**src/rtl/instruction_encode_serial.sv**
```systemverilog
// instruction_encode_serial
// Byte-serial RV32I instruction encoder, the inverse of the instruction decoder.
// A 12-byte frame (5-char mnemonic, rd, rs1, rs2, 32-bit little-endian imm)
// arrives over a valid/ready byte stream. The encoded word leaves on a
// valid/ready output together with an error flag.
//
// Ports:
//   clock      system clock, all state changes on the rising edge
//   reset      synchronous, active-high reset
//   in_valid   in_byte carries a frame byte this cycle
//   in_ready   encoder accepts a byte this cycle (COLLECT only)
//   in_byte    frame byte
//   out_valid  out_instr/out_err are valid (OUTPUT only)
//   out_ready  consumer accepts the output word
//   out_instr  encoded instruction (NOP_WORD on rejection)
//   out_err    frame rejected
//
// Handshake: a transfer happens on a rising edge where valid && ready are both
// high. The producer holds data stable while valid is high and ready is low.
// Valid never depends on ready.
module instruction_encode_serial #(
    parameter logic [31:0] NOP_WORD = 32'h00000013
) (
    input  logic        clock,
    input  logic        reset,
    input  logic        in_valid,
    output logic        in_ready,
    input  logic [7:0]  in_byte,
    output logic        out_valid,
    input  logic        out_ready,
    output logic [31:0] out_instr,
    output logic        out_err
);

    typedef enum logic [1:0] {COLLECT, ENCODE, OUTPUT} state_t;
    typedef enum logic [2:0] {F_R, F_I, F_SH, F_S, F_B, F_U, F_J} fmt_t;

    state_t state;
    state_t state_next;

    logic [3:0]  count;
    logic [39:0] mnem;
    logic [7:0]  rd_b;
    logic [7:0]  rs1_b;
    logic [7:0]  rs2_b;
    logic [31:0] imm;

    logic        xfer;
    fmt_t        fmt;
    logic [6:0]  opcode;
    logic [2:0]  f3;
    logic [6:0]  f7;
    logic        known;
    logic        reg_bad;
    logic [31:0] enc_word;

    function automatic logic [7:0] fold_upper(input logic [7:0] b);
        return (b >= 8'h61 && b <= 8'h7A) ? (b - 8'h20) : b;
    endfunction

    assign xfer = in_valid && in_ready;

    // State register
    always_ff @(posedge clock) begin
        if (reset) state <= COLLECT;
        else       state <= state_next;
    end

    // Next state and handshake outputs
    always_comb begin
        state_next = state;
        in_ready   = 1'b0;
        out_valid  = 1'b0;
        case (state)
            COLLECT: begin
                in_ready = 1'b1;
                if (in_valid && count == 4'd11) state_next = ENCODE;
            end
            ENCODE:  state_next = OUTPUT;
            OUTPUT: begin
                out_valid = 1'b1;
                if (out_ready) state_next = COLLECT;
            end
            default: state_next = COLLECT;
        endcase
    end

    // Frame capture. Mnemonic bytes shift in so byte 0 ends up in the MSBs,
    // which lets the decode below compare directly against string literals.
    always_ff @(posedge clock) begin
        if (reset) begin
            count <= 4'd0;
            mnem  <= 40'd0;
            rd_b  <= 8'd0;
            rs1_b <= 8'd0;
            rs2_b <= 8'd0;
            imm   <= 32'd0;
        end else if (xfer) begin
            count <= (count == 4'd11) ? 4'd0 : count + 4'd1;
            case (count)
                4'd0, 4'd1, 4'd2, 4'd3, 4'd4: mnem <= {mnem[31:0], fold_upper(in_byte)};
                4'd5:  rd_b  <= in_byte;
                4'd6:  rs1_b <= in_byte;
                4'd7:  rs2_b <= in_byte;
                4'd8:  imm[7:0]   <= in_byte;
                4'd9:  imm[15:8]  <= in_byte;
                4'd10: imm[23:16] <= in_byte;
                default: imm[31:24] <= in_byte;
            endcase
        end
    end

    // Mnemonic lookup
    always_comb begin
        fmt    = F_R;
        opcode = 7'h33;
        f3     = 3'd0;
        f7     = 7'h00;
        known  = 1'b1;
        case (mnem)
            "ADD  ": ;
            "SUB  ": f7 = 7'h20;
            "SLL  ": f3 = 3'd1;
            "SLT  ": f3 = 3'd2;
            "SLTU ": f3 = 3'd3;
            "XOR  ": f3 = 3'd4;
            "SRL  ": f3 = 3'd5;
            "SRA  ": begin f3 = 3'd5; f7 = 7'h20; end
            "OR   ": f3 = 3'd6;
            "AND  ": f3 = 3'd7;
            "ADDI ": begin fmt = F_I;  opcode = 7'h13; end
            "SLTI ": begin fmt = F_I;  opcode = 7'h13; f3 = 3'd2; end
            "SLTIU": begin fmt = F_I;  opcode = 7'h13; f3 = 3'd3; end
            "XORI ": begin fmt = F_I;  opcode = 7'h13; f3 = 3'd4; end
            "ORI  ": begin fmt = F_I;  opcode = 7'h13; f3 = 3'd6; end
            "ANDI ": begin fmt = F_I;  opcode = 7'h13; f3 = 3'd7; end
            "SLLI ": begin fmt = F_SH; opcode = 7'h13; f3 = 3'd1; end
            "SRLI ": begin fmt = F_SH; opcode = 7'h13; f3 = 3'd5; end
            "SRAI ": begin fmt = F_SH; opcode = 7'h13; f3 = 3'd5; f7 = 7'h20; end
            "LB   ": begin fmt = F_I;  opcode = 7'h03; end
            "LH   ": begin fmt = F_I;  opcode = 7'h03; f3 = 3'd1; end
            "LW   ": begin fmt = F_I;  opcode = 7'h03; f3 = 3'd2; end
            "LBU  ": begin fmt = F_I;  opcode = 7'h03; f3 = 3'd4; end
            "LHU  ": begin fmt = F_I;  opcode = 7'h03; f3 = 3'd5; end
            "JALR ": begin fmt = F_I;  opcode = 7'h67; end
            "SB   ": begin fmt = F_S;  opcode = 7'h23; end
            "SH   ": begin fmt = F_S;  opcode = 7'h23; f3 = 3'd1; end
            "SW   ": begin fmt = F_S;  opcode = 7'h23; f3 = 3'd2; end
            "BEQ  ": begin fmt = F_B;  opcode = 7'h63; end
            "BNE  ": begin fmt = F_B;  opcode = 7'h63; f3 = 3'd1; end
            "BLT  ": begin fmt = F_B;  opcode = 7'h63; f3 = 3'd4; end
            "BGE  ": begin fmt = F_B;  opcode = 7'h63; f3 = 3'd5; end
            "BLTU ": begin fmt = F_B;  opcode = 7'h63; f3 = 3'd6; end
            "BGEU ": begin fmt = F_B;  opcode = 7'h63; f3 = 3'd7; end
            "LUI  ": begin fmt = F_U;  opcode = 7'h37; end
            "AUIPC": begin fmt = F_U;  opcode = 7'h17; end
            "JAL  ": begin fmt = F_J;  opcode = 7'h6F; end
            default: known = 1'b0;
        endcase
    end

    // Field assembly; only register fields the format uses are range-checked
    always_comb begin
        reg_bad  = 1'b0;
        enc_word = 32'd0;
        case (fmt)
            F_R: begin
                reg_bad  = (|rd_b[7:5]) || (|rs1_b[7:5]) || (|rs2_b[7:5]);
                enc_word = {f7, rs2_b[4:0], rs1_b[4:0], f3, rd_b[4:0], opcode};
            end
            F_I: begin
                reg_bad  = (|rd_b[7:5]) || (|rs1_b[7:5]);
                enc_word = {imm[11:0], rs1_b[4:0], f3, rd_b[4:0], opcode};
            end
            F_SH: begin
                reg_bad  = (|rd_b[7:5]) || (|rs1_b[7:5]);
                enc_word = {f7, imm[4:0], rs1_b[4:0], f3, rd_b[4:0], opcode};
            end
            F_S: begin
                reg_bad  = (|rs1_b[7:5]) || (|rs2_b[7:5]);
                enc_word = {imm[11:5], rs2_b[4:0], rs1_b[4:0], f3, imm[4:0], opcode};
            end
            F_B: begin
                reg_bad  = (|rs1_b[7:5]) || (|rs2_b[7:5]);
                enc_word = {imm[12], imm[10:5], rs2_b[4:0], rs1_b[4:0], f3,
                            imm[4:1], imm[11], opcode};
            end
            F_U: begin
                reg_bad  = |rd_b[7:5];
                enc_word = {imm[31:12], rd_b[4:0], opcode};
            end
            default: begin
                reg_bad  = |rd_b[7:5];
                enc_word = {imm[20], imm[10:1], imm[11], imm[19:12], rd_b[4:0], opcode};
            end
        endcase
    end

    // Output word is registered during ENCODE and held through OUTPUT
    always_ff @(posedge clock) begin
        if (reset) begin
            out_instr <= 32'd0;
            out_err   <= 1'b0;
        end else if (state == ENCODE) begin
            out_err   <= !known || reg_bad;
            out_instr <= (!known || reg_bad) ? NOP_WORD : enc_word;
        end
    end

endmodule

```
**config.mk**
```make
export PLATFORM = sky130hd
export DESIGN_NAME = instruction_encode_serial
export DESIGN_NICKNAME = d
export VERILOG_FILES = /design/src/rtl/instruction_encode_serial.sv
export SDC_FILE = /design/constraint.sdc
export NUM_CORES = 1
export LEC_CHECK = 0
export ABC_AREA = 1
export CAP_MARGIN = 10
export CORE_AREA = 10 10 129 155
export DETAILED_ROUTE_END_ITERATION = 6
export DIE_AREA = 0 0 139 165
export DONT_BUFFER_PORTS = 1
export PLACE_DENSITY = 0.61
export RECOVER_POWER = 25
export SLEW_MARGIN = 20
export SYNTH_ARGS = -nofsm -noshare
export SYNTH_HDL_FRONTEND = slang
export SYNTH_SLANG_ARGS = --single-unit
```
**constraint.sdc**
```tcl
create_clock -name clock -period 2.5 [get_ports clock]
set_input_delay 0.5 -clock clock [delete_from_list [all_inputs] [get_ports clock]]
set_output_delay 0.5 -clock clock [all_outputs]
set_load 0.01 [all_outputs]
```
Word-level counts from Yosys, hierarchy flattened
Cells that the tools add are included.
{ "totals": {"reg_bits": 135, "in_bits": 12, "output_inout_bits": 35} }
{ "op_classes": {"n_addsub": 2, "magnitude_cmp": 2, "n_eq_ne": 57, "n_mux": 15, "n_bitwise": 1, "reduce_logical": 43} }
{ "op_table": {"columns": ["operator", "count"], "rows": [
  ["$eq A40 B39 Y1 const B", 37],
  ["$pmux W32 S6", 1],
  ["$pmux W7 S8", 1],
  ["$reduce_or A37 Y1", 1],
  ["$mux W32", 1],
  ["$reduce_or A3 Y1", 8],
  ["$pmux W3 S7", 1],
  ["$pmux W3 S6", 1],
  ["$reduce_and A2 Y1", 9],
  ["$eq A4 B3 Y1 const B", 4],
  ["$eq A4 B4 Y1 const B", 4],
  ["$reduce_or A5 Y1", 3],
  ["$reduce_or A12 Y1", 1],
  ["$reduce_or A6 Y1", 2],
  ["$reduce_or A11 Y1", 1],
  ["$reduce_or A9 Y1", 1],
  ["$eq A4 B2 Y1 const B", 2],
  ["$ge A8 B7 Y1 const B", 1],
  ["$le A8 B7 Y1 const B", 1],
  ["$mux W8", 1],
  ["$reduce_or A2 Y1", 4],
  ["$reduce_or A4 Y1", 2],
  ["$sub A8 B6 Y8 const B", 1],
  ["$eq A3 B2 Y1 const B", 2],
  ["other kinds (20)", 30]
]} }

Longest topological paths before layout
Gate-level depths: netlist of the first run.
{ "depth": {"word_depth": 8, "depth_mapped": 20, "mapped_depth_nobuf": 18} }

Least setup slack after synthesis of the first run
OpenSTA, ideal clock, no wires.
{ "synth_path": {"path_type": "register to register", "start": "reg mnem[4]", "end": "reg out_instr[4]", "setup_time_ns": 0.109, "t_arrival_ns": 1.860, "required_ns": 2.391, "slack_ns": 0.532, "path_stages_with_launch": 19, "path_buffers": 2, "period_less_slack_ns": 1.968, "path_cell_list": "dfxtp_1 -> inv_2 -> nand2_1 -> nor2_2 -> nand2_2 -> nor2_4 -> buf_6 -> nand2_1 -> a21oi_1 -> nor2_1 -> nand3_1 -> nor2_1 -> nand2_1 -> nand4_2 -> nor2_4 -> buf_6 -> nand4_1 -> nand2_1 -> inv_1"} }
{ "synth_via": {"elab_chain_cells": 8} }
{ "synth_lines": {"columns": ["element", "line_no", "rtl"], "rows": [
  ["start: declaration", "42", "logic [39:0] mnem;"],
  ["start signal: assignment", "101", "4'd0, 4'd1, 4'd2, 4'd3, 4'd4: mnem <= {mnem[31:0], fold_upper(in_byte)};"],
  ["$eq A40 B39 Y1", "120", "case (mnem)"],
  ["$reduce_or A12 Y1 (no source line) (tied with other cells)", null, null],
  ["$pmux W3 S6", "120", null],
  ["$eq A3 B3 Y1 (tied with other cells)", "166", "case (fmt)"],
  ["$reduce_or A2 Y1 (no source line)", null, null],
  ["$pmux W1 S3", "166", null],
  ["$logic_or A1 B1 Y1", "206", "out_instr <= (!known || reg_bad) ? NOP_WORD : enc_word;"],
  ["$mux W32 (*)", "206", null],
  ["end signal: assignment", "206", null],
  ["end: declaration", "31", "output logic [31:0] out_instr,"]
]} }
Mark *: on every way between the ends. The rest lies on a longest branch, timed or not.
A chain may end at the register's enable or synchronous reset.

Worst setup path in the final report of the first run
{ "layout_path": {"start": "reg mnem[2]", "end": "reg out_instr[24]"} }
Same word-level chain as after synthesis.

==> run_results.csv, run 1 <==
group,metric,value,unit
drt,first_pass_iters,6,
timing,grt_setup_unrepaired,"true",
layout,syn_to_final_growth,22.0,%
drt,vias_per_cell,5.42,
cts,worstSkewPairLatency,0.43,ns
cts,hold_buffers,0,
timing,fin_crit_sh,96.1,%
worst_setup_path,end_kind,"flop",
layout,drive_above_1_share,18.4,%
grt,grt_max_degree,75,
timing,finalMaxSlewViolations,0,
cts,cts.reportedPaths.clkPinSlew,0.06,ns
drt,final_antenna_net_count,0,
layout,finalNetCount,1163,
die,rows,52,
cts,cts.sinks,134,
die,die_w,139,um
timing,hold_violations,0,
placement,dp.final_hpwl,17.3,mm
synthesis,synth_seq_cells,134,
synthesis,postSynthAreaPerCell,6.44,um^2
worst_setup_path,crit_path_max_incr_delay,0.44,ns
timing,slew_headroom,50.4,%
placement,dpl_worst_slack,0.0410,ns
grt,grt_pass1_vias,6966,
timing,setup_tns,0,ns
power,internal-power,3930,uW
die,dieHeight,165,um
cts,cts_buffers,17,
timing,fmax,0.416,GHz
outcome,outcome,"complete, no violations",
grt,antenna_found_initial,0,
timing,setup_viol_count_final,0,
worst_setup_path,crit_family,"simple AND/OR/NAND/NOR gates",
die,initial_core_util,42.5,%
worst_setup_path,startpoint_type,"flop",
worst_setup_path,crit_path_frequent_cell,"nand2_1",
die,design.die.area,0.0229,mm^2
timing,final.min_clock_period,2.40,ns
layout,stdcell_count,1375,
drt,drt_iter0_drc,587,
grt,grt-ovfl-total,0,
worst_setup_path,worstSetupPathType,"reg -> reg",
timing,tightest_slew,0.737,ns
synthesis,ys_types,39,
placement,port_buffers,0,
die,core-area,0.0168,mm^2
run,max_cap_violations,0,
power,power.share.clock,50.7,%
timing,fin_hold_ws,0.131,ns
grt,grt_pass1_wl,36.2,mm
drt,wl_per_cell,17.1,um
min_path,hold_path_class,"in -> reg",
power,power_density,614,mW/mm^2
timing,fin_worst_skew,0.00941,ns
worst_setup_path,cp_cell_sequence,"nor2_1 > nand3_1 > nor2_4 > nand2_4 > nor2_1 > nand2_1 > nand2_1 > nor2_4 > nand4_1 > buf_4 > buf_4 > o21ai_0 > nand3_1 > nand2_1 > a21oi_1",
power,pwr-share-comb,7.2,%
synthesis,syn_area,0.00713,mm^2
cts,cts.path.max_buffers,2,
power,finalPower,5340,uW
power,power_switching,1410,uW
synthesis,yosysSeqAreaShare,37.6,%
power,sw_frac_of_total,26.4,%
drt,wirelength,23.5,mm
drt,vias,7456,
worst_setup_path,cp_data_arrival_time,2.73,ns
worst_setup_path,required,2.82,ns
power,peakVddDrop,0.470,mV
worst_setup_path,crit_buf_inv,2,
synthesis,yosys_warnings,0,
cts,clockRootBuffer,"clkbuf_16",
placement,dp.cells,1322,
synthesis,syn-num-nets,1125,
power,pwr-share-seq,42.1,%
layout,antennaDiodeCount,0,
synthesis,syn-instance-count,1108,
cts,htree_num_levels,4,
placement,gp_congestion,0.956,
drt,route.detailed.drc,0,
grt,grt.total_usage,19.6,%
worst_setup_path,cp_slowest_cell,"dfxtp_1",
timing,fin_ws,0.0965,ns
cts,cts_tree,"built",
die,io_pins,47,
power,p_leak,0.00360,uW
worst_setup_path,cp_max_fo,8,
-- layout make-up --
class | instances | area [um^2]
Fill cell | 1689 | 8090
Multi-Input combinational cell | 810 | 4110
Sequential cell | 134 | 2690
Timing Repair Buffer | 62 | 544
Inverter | 121 | 454
Clock buffer | 17 | 425
Tap cell | 216 | 270
Clock inverter | 15 | 208
-- through the flow --
stage	utilization, %	area (um^2)
after CTS	48.7	8180
after floorplan	-	7130
after detailed placement	45.0	7550
after global placement	45.0	7550
final	51.8	8700
after global routing	51.8	8700
-- metal layers --
metal	share of wire, %	track usage [%]
met1	40	21.4
met2	51	35.6
met3	4.5	3.59
met4	4.1	10.2
met5	0	0
-- power groups by stage --
stage          Sequential [uW]  Clock, uW  Combinational, uW
5_1_grt                   2260       2840                436
2_1_floorplan             2280          0                261
3_5_place_dp              2290          0                331
6_report                  2250       2710                387
4_1_cts                   2240       2750                333
3_3_place_gp              2290          0                329
-- synth_stat cells --
library cell    n  share of area, %
nand4_2         1              0.18
o311ai_0        1              0.12
nor2_1        138               7.3
a21oi_1       122               8.6
nor3b_1         1              0.11
o211ai_1        2              0.21
o21ai_0       116               8.1
o32ai_1         1              0.12
nand2_2         6              0.53
a211oi_1        3              0.32
clkinv_1        4              0.21
nand3_2         4              0.56
clkbuf_1       34               1.8
buf_6           3              0.47
nor3_2          2              0.28
o221ai_1        1              0.12
o22ai_1         1             0.088
nand3b_1        2              0.21
nor2_4          7               1.1
nand3_1        76               5.3
and3_1          2              0.18
nand4_1        21               1.8
nor3_1         21               1.5
ha_1            5              0.88
buf_4           3              0.32
inv_1          99               5.2
inv_2          18              0.95
a31oi_1         2              0.18
buf_1           1             0.053
or2_2           2              0.18
buf_2           4              0.28
a21oi_2         1              0.12
nand2_1       249                13
o2111ai_1       1              0.12
and2_1          4              0.35
dfxtp_1       134                38
nor4_1          3              0.26
nor2_2          9              0.79
a22oi_1         4              0.42
-- final timing paths --
kind / startpoint / to / slack, ns / cells after the start
min: reset / out_instr[12] / 0.13 / 1
min reg2reg: imm[27] / imm[27] / 0.45 / 2
max: mnem[2] / out_instr[24] / 0.1 / 15
max reg2reg: mnem[2] / out_instr[24] / 0.1 / 15
-- timing repair --
action,CTS,global route
endpoints found under the setup margin,0,31
setup buffers,0,18
gates resized for setup,0,95
-- cells by family after synthesis --
kind of cell,Yosys count,share of synthesized area (%)
compound gates,255,18.5
fa+ha+maj,5,0.877
buf+inv,166,9.28
flops,134,37.6
simple gates,548,33.7
-- sequential cells by signal (all words and copies together), names as in the netlist --
register / flops
count: 4
imm: 32
mnem: 40
out_err: 1
out_instr: 31
rd_b: 8
rs1_b: 8
rs2_b: 8
state: 2
-- placed cells by master, fill, tap and decap left out, types with 21 or more instances in the layout --
master,n
nand2_1,236
dfxtp_1,127
a21oi_1,119
o21ai_0,116
nor2_1,112
inv_1,92
nand3_1,68
buf_4,54
inv_2,25
nor2_4,23
nand4_1,21
nor2_2,21
No activity file was read; power rests on OpenSTA's default activity.
==> inputs of run 2 (changes only) <==
- SKIP_LAST_GASP: default -> 1
==> results of run 2 <==
The final DEF is identical to that of run 1; final timing and power are the same.
